--- config.mk ---
export PLATFORM = sky130hd
export DESIGN_NAME = multicycle_controller
export DESIGN_NICKNAME = d
export VERILOG_FILES = /design/src/rtl/ctrl_defs.sv /design/src/rtl/alu_decoder.sv /design/src/rtl/multicycle_controller.sv
export SDC_FILE = /design/constraint.sdc
export NUM_CORES = 1
export LEC_CHECK = 0
export CAP_MARGIN = 40
export CORE_AREA = 2 2 42 44
export CTS_BUF_LIST = sky130_fd_sc_hd__clkbuf_16
export DETAILED_ROUTE_END_ITERATION = 16
export DIE_AREA = 0 0 44 46
export PLACE_DENSITY = 0.8
export SLEW_MARGIN = 10
export SYNTH_ARGS = -nofsm -noshare
export SYNTH_HDL_FRONTEND = slang
export SYNTH_HIERARCHICAL = 1
export SYNTH_SLANG_ARGS = --single-unit
export TNS_END_PERCENT = 10
--- constraint.sdc ---
create_clock -name clk -period 1.9 [get_ports clk]
set_input_delay 0.57 -clock clk [delete_from_list [all_inputs] [get_ports clk]]
set_output_delay 0.57 -clock clk [all_outputs]
set_load 0.1 [all_outputs]
--- src/rtl/ctrl_defs.sv ---
// ctrl_defs: shared state encodings, opcodes and ALU codes for the multicycle controller
package ctrl_defs;
  typedef enum logic [3:0] {
    S_FETCH    = 4'd0,
    S_DECODE   = 4'd1,
    S_MEMADR   = 4'd2,
    S_MEMREAD  = 4'd3,
    S_MEMWB    = 4'd4,
    S_MEMWRITE = 4'd5,
    S_EXECUTER = 4'd6,
    S_ALUWB    = 4'd7,
    S_EXECUTEI = 4'd8,
    S_JAL      = 4'd9,
    S_BEQ      = 4'd10
  } state_t;
  localparam logic [6:0] OP_LW  = 7'b0000011;
  localparam logic [6:0] OP_SW  = 7'b0100011;
  localparam logic [6:0] OP_R   = 7'b0110011;
  localparam logic [6:0] OP_I   = 7'b0010011;
  localparam logic [6:0] OP_JAL = 7'b1101111;
  localparam logic [6:0] OP_BEQ = 7'b1100011;
  localparam logic [2:0] ALU_ADD = 3'b000;
  localparam logic [2:0] ALU_SUB = 3'b001;
  localparam logic [2:0] ALU_AND = 3'b010;
  localparam logic [2:0] ALU_OR  = 3'b011;
  localparam logic [2:0] ALU_SLT = 3'b101;
endpackage

--- src/rtl/alu_decoder.sv ---
// alu_decoder: funct3/funct7b5 to ALU operation for register and immediate ALU instructions
module alu_decoder
  import ctrl_defs::*;
(
  input  logic [2:0] funct3,
  input  logic       funct7b5,
  input  logic       is_r,
  output logic [2:0] alu_control
);
  always_comb
    alu_control = (funct3 == 3'b000) ? ((is_r && funct7b5) ? ALU_SUB : ALU_ADD) :
                  (funct3 == 3'b010) ? ALU_SLT :
                  (funct3 == 3'b110) ? ALU_OR  :
                  (funct3 == 3'b111) ? ALU_AND : ALU_ADD;
endmodule

--- src/rtl/multicycle_controller.sv ---
// multicycle_controller: Moore FSM control unit for a multicycle RV32 subset datapath
// Optional retired-instruction counter output enabled by defining CTRL_INSTRET_EN.
module multicycle_controller
  import ctrl_defs::*;
#(
  parameter int BUS_WIDTH = 32
) (
  input  logic                 clk,
  input  logic                 rst_n,
  input  logic [6:0]           op,
  input  logic [2:0]           funct3,
  input  logic                 funct7b5,
  input  logic                 zero,
  output logic                 pc_write,
  output logic                 adr_src,
  output logic                 mem_write,
  output logic                 ir_write,
  output logic                 reg_write,
  output logic [1:0]           result_src,
  output logic [1:0]           alu_src_a,
  output logic [1:0]           alu_src_b,
  output logic [1:0]           imm_src,
  output logic [2:0]           alu_control
`ifdef CTRL_INSTRET_EN
  ,
  output logic [BUS_WIDTH-1:0] instret
`endif
);
  state_t     state, state_next;
  logic       pc_update, branch, ir_w, mem_w, reg_w;
  logic [2:0] dec_ctl;
  if (BUS_WIDTH < 1) begin : g_bad_width
    $error("BUS_WIDTH must be at least 1");
  end
  alu_decoder u_alu_decoder (
    .funct3     (funct3),
    .funct7b5   (funct7b5),
    .is_r       (state == S_EXECUTER),
    .alu_control(dec_ctl)
  );
  always_ff @(posedge clk)
    state <= rst_n ? state_next : S_FETCH;
  always_comb begin
    state_next  = S_FETCH;
    pc_update   = 1'b0;
    branch      = 1'b0;
    ir_w        = 1'b0;
    mem_w       = 1'b0;
    reg_w       = 1'b0;
    adr_src     = 1'b0;
    result_src  = 2'b00;
    alu_src_a   = 2'b00;
    alu_src_b   = 2'b00;
    alu_control = ALU_ADD;
    case (state)
      S_FETCH: begin
        ir_w = 1'b1;
        alu_src_b = 2'b10;
        result_src = 2'b10;
        pc_update = 1'b1;
        state_next = S_DECODE;
      end
      S_DECODE: begin
        alu_src_a = 2'b01;
        alu_src_b = 2'b01;
        state_next = (op == OP_LW || op == OP_SW) ? S_MEMADR :
                     (op == OP_R)   ? S_EXECUTER :
                     (op == OP_I)   ? S_EXECUTEI :
                     (op == OP_JAL) ? S_JAL :
                     (op == OP_BEQ) ? S_BEQ : S_FETCH;
      end
      S_MEMADR: begin
        alu_src_a = 2'b10;
        alu_src_b = 2'b01;
        state_next = (op == OP_LW) ? S_MEMREAD : S_MEMWRITE;
      end
      S_MEMREAD: begin
        adr_src = 1'b1;
        state_next = S_MEMWB;
      end
      S_MEMWB: begin
        result_src = 2'b01;
        reg_w = 1'b1;
      end
      S_MEMWRITE: begin
        adr_src = 1'b1;
        mem_w = 1'b1;
      end
      S_EXECUTER: begin
        alu_src_a = 2'b10;
        alu_control = dec_ctl;
        state_next = S_ALUWB;
      end
      S_EXECUTEI: begin
        alu_src_a = 2'b10;
        alu_src_b = 2'b01;
        alu_control = dec_ctl;
        state_next = S_ALUWB;
      end
      S_ALUWB: reg_w = 1'b1;
      S_JAL: begin
        alu_src_a = 2'b01;
        alu_src_b = 2'b10;
        pc_update = 1'b1;
        state_next = S_ALUWB;
      end
      S_BEQ: begin
        alu_src_a = 2'b10;
        alu_control = ALU_SUB;
        branch = 1'b1;
      end
      default: ;
    endcase
  end
  // Write enables are gated by reset so an interrupted instruction cannot commit.
  always_comb begin
    pc_write  = rst_n & (pc_update | (branch & zero));
    mem_write = rst_n & mem_w;
    ir_write  = rst_n & ir_w;
    reg_write = rst_n & reg_w;
    imm_src   = (op == OP_SW)  ? 2'b01 :
                (op == OP_BEQ) ? 2'b10 :
                (op == OP_JAL) ? 2'b11 : 2'b00;
  end
`ifdef CTRL_INSTRET_EN
  logic retire;
  always_comb
    retire = (state_next == S_FETCH) &&
             (state == S_MEMWB || state == S_MEMWRITE || state == S_ALUWB ||
              state == S_BEQ || state == S_DECODE);
  always_ff @(posedge clk)
    if (!rst_n) instret <= '0;
    else if (retire) instret <= instret + 1'b1;
`endif
endmodule

==> flow_summary.json <==
{
  "syn-instance-count": 83,
  "antenna_found_initial": 0,
  "num_vias": 852,
  "skew_ns": 0.00321,
  "syn-mean-instance-area_sq_um": 6.51,
  "top_regs": "state: 4 flops",
  "clockBufferDepth": 2,
  "wirelength_mm": 2.44,
  "r2r-end": "state[3]",
  "syn_area_sq_um": 541,
  "firstDrtPassIters": 4,
  "wire_per_inst_um": 16.4,
  "placed_cells": 144,
  "crit_arrival_ns": 1.65,
  "fmax_mhz": 450,
  "peakVddDrop_mv": 0.488,
  "overflow": 0,
  "die_area_sq_um": 2020,
  "p_leak_uw": 0.000565,
  "cp-endpoint": "alu_control[0]",
  "synth_seq_cells": 4,
  "hpwl_mm": 1.49,
  "grt_pass1_vias": 773,
  "fin_nets": 148,
  "min_path_cells": 3,
  "fill_cells": 82,
  "slowest_stage": "o31ai_4",
  "grt_pass1_wl_mm": 3.27,
  "yosysTopAreaCellShare_pct": 14.8,
  "fin_crit_sh_pct": 117,
  "numCtsBuffers": 3,
  "diodes": 0,
  "setup_viol_count_final": 11,
  "top_register": "state",
  "drive_gt1_share_pct": 62.1,
  "final_max_slew_viol_count": 0,
  "grt_max_degree": 13,
  "avgViaCountPerCell": 5.72,
  "start_kind": "input port",
  "hold_class": "register to register",
  "postRouteAntennaNets": 0,
  "dieHeight_um": 46,
  "num_rows": 15,
  "instances_no_fill": 149,
  "clkTransAtPathRegs_ns": 0.03,
  "tightest_slew_ns": 0.329,
  "yosysWarnings": 6,
  "fin_hold_ws_ns": 0.680,
  "rsz0062_at_grt": "true",
  "synthToLayoutAreaGrowth_pct": 161,
  "violations": "negative setup slack",
  "cp_max_fo": 2,
  "crit_start": "funct3[0]",
  "place_congestion": 0.806,
  "die_w_um": 44,
  "start_util_pct": 33.5,
  "clk_latency_ns": 0.23,
  "critPathRequiredTime_ns": 1.33,
  "drtIter0Drc": 22,
  "cp-end-kind": "output pin",
  "synth_top_area_cell": "dfxtp_1",
  "io_pins": 30,
  "max_slew_margin_pct": 78.1,
  "cts.sinks": 4,
  "yosys.cell_types.count": 36,
  "period_minus_slack_ns": 2.22,
  "grt_use_total_pct": 22.1,
  "total_power_uw": 692,
  "r2r_slack_ns": 0.61,
  "r2r-start": "state[2]",
  "largest_register_ffs": 4,
  "ctsRootBufferMaster": "clkbuf_16",
  "outcome": "finished with violations",
  "fin_ws_ns": -0.324,
  "r2r_cells": 6,
  "port_buffers": 29,
  "cts_tree": "done",
  "crit_path_cell_trace": "clkdlybuf4s15_1 -> o31ai_4 -> a21oi_2 -> a2bb2oi_2 -> nor2_2 -> buf_12",
  "slowest_delay_ns": 0.27,
  "p_per_area_nw_per_um2": 491,
  "synth_nets": 97,
  "synthTopCellsByArea": "dfxtp_1 15%, nor2_1 9.0%, nand2_1 6.3%, a21oi_1 5.6%, nor3_1 5.6%",
  "path_class": "input port to output pin",
  "hold_viol_final": 0,
  "design.core.area_sq_um": 1610,
  "detailedPlace.worstSlack_ns": -0.642,
  "ys_seq_area_share_pct": 14.8,
  "cts_max_level": 1,
  "drc_errors": 0,
  "cap_violations": 0
}
==> what timing repair did <==
item,4_1_cts,5_1_grt
endpoints found under the setup margin,16,15
hold buffers,0,0
setup buffers,2,0
pin swaps,11,4
endpoints found under the hold margin,0,0
resized for setup,40,21
==> cells in the mapped netlist <==
library cell	count
a2111oi_0	1
a211oi_1	1
a21oi_1	6
a22oi_1	1
a2bb2oi_1	1
a31oi_1	1
and2_1	2
and2_2	1
and3_1	1
and3b_1	1
and4_1	1
buf_1	1
buf_2	3
dfxtp_1	4
inv_1	3
mux2_2	1
nand2_1	9
nand2b_1	4
nand3_1	2
nand3b_1	1
nor2_1	13
nor2b_1	3
nor3_1	6
nor4_1	2
o211ai_1	1
o21ai_0	1
o221a_1	1
o22ai_1	2
o2bb2ai_1	1
o311ai_2	1
o31ai_1	1
or2_2	1
or2_4	1
or3_4	1
or4_1	1
xor2_1	2
==> stage by stage <==
stage	utilization, %	setup TNS (ns)	area, sq um
6_report	87.3	-1.75	1410
5_1_grt	87.3	-2.43	1410
4_1_cts	83.7	-2.28	1350
3_5_place_dp	75.1	-4.44	1210
2_1_floorplan	-	-6.77	617
3_3_place_gp	75.1	-4.18	1210
==> power by group <==
part	switching (uW)	internal [uW]
combinational	164	110
sequential	1.77	85.5
clock	61.3	269
total	227	465
==> worst min-delay path by stage <==
stage                         from  endpoint  slack (ns)
after floorplan           state[1]  state[0]        0.62
after global placement    state[1]  state[2]        0.67
after detailed placement  state[1]  state[2]        0.68
after CTS                 state[1]  state[2]        0.68
after global routing      state[1]  state[2]        0.69
final                     state[1]  state[2]        0.68
==> worst max-delay path: cells and delay by family <==
kind / cells / cell delay (ns)
buf+inv: 2 / 0.42
compound gates: 3 / 0.50
simple gates: 1 / 0.16
==> cell families (layout without fill, tap and decap cells) <==
kind of cell    after synthesis  count (layout)  synth area share [%]
xor+xnor                      2               2                  3.24
flops                         4               4                  14.8
mux                           1               1                  2.08
compound gates               19              19                  25.5
simple gates                 50              50                  48.8
buf+inv                       7              56                  5.55
==> layout by cell type (no fill, tap or decap), types with 2 or more instances in the layout <==
| master | instances |
|---|---|
| clkbuf_16 | 3 |
| dfxtp_2 | 2 |
| nor2_1 | 7 |
| buf_6 | 2 |
| and2_4 | 2 |
| clkdlybuf4s15_1 | 2 |
| nor3_2 | 2 |
| nor3_4 | 2 |
| buf_2 | 2 |
| nor3_1 | 2 |
| inv_1 | 2 |
| dlygate4sd2_1 | 7 |
| nand2_1 | 8 |
| nor2_2 | 5 |
| o22ai_1 | 2 |
| a21oi_1 | 5 |
| buf_12 | 17 |
| buf_4 | 18 |
| nand2b_4 | 3 |
==> per-layer routing <==
| layer | track usage, % | vias to the layer above | routed length (um) |
|---|---|---|---|
| met1 | 23.9 | 398 | 917 |
| met4 | 10.3 | 0 | 61 |
| met5 | 0 | - | 0 |
| met3 | 5.16 | 9 | 126 |
| met2 | 40.3 | 46 | 1340 |
| li1 | - | 399 | - |
==> cell type report <==
cell class / instances / area (sq um) / share of cell area, %
Sequential cell: 4 / 86.3 / 6.13
Clock buffer: 3 / 75.1 / 5.33
Multi-Input combinational cell: 72 / 606 / 43.0
Tap cell: 17 / 21.3 / 1.51
Inverter: 3 / 11.3 / 0.799
Timing Repair Buffer: 50 / 609 / 43.3
Note: power is estimated with default switching activity, not from simulation.
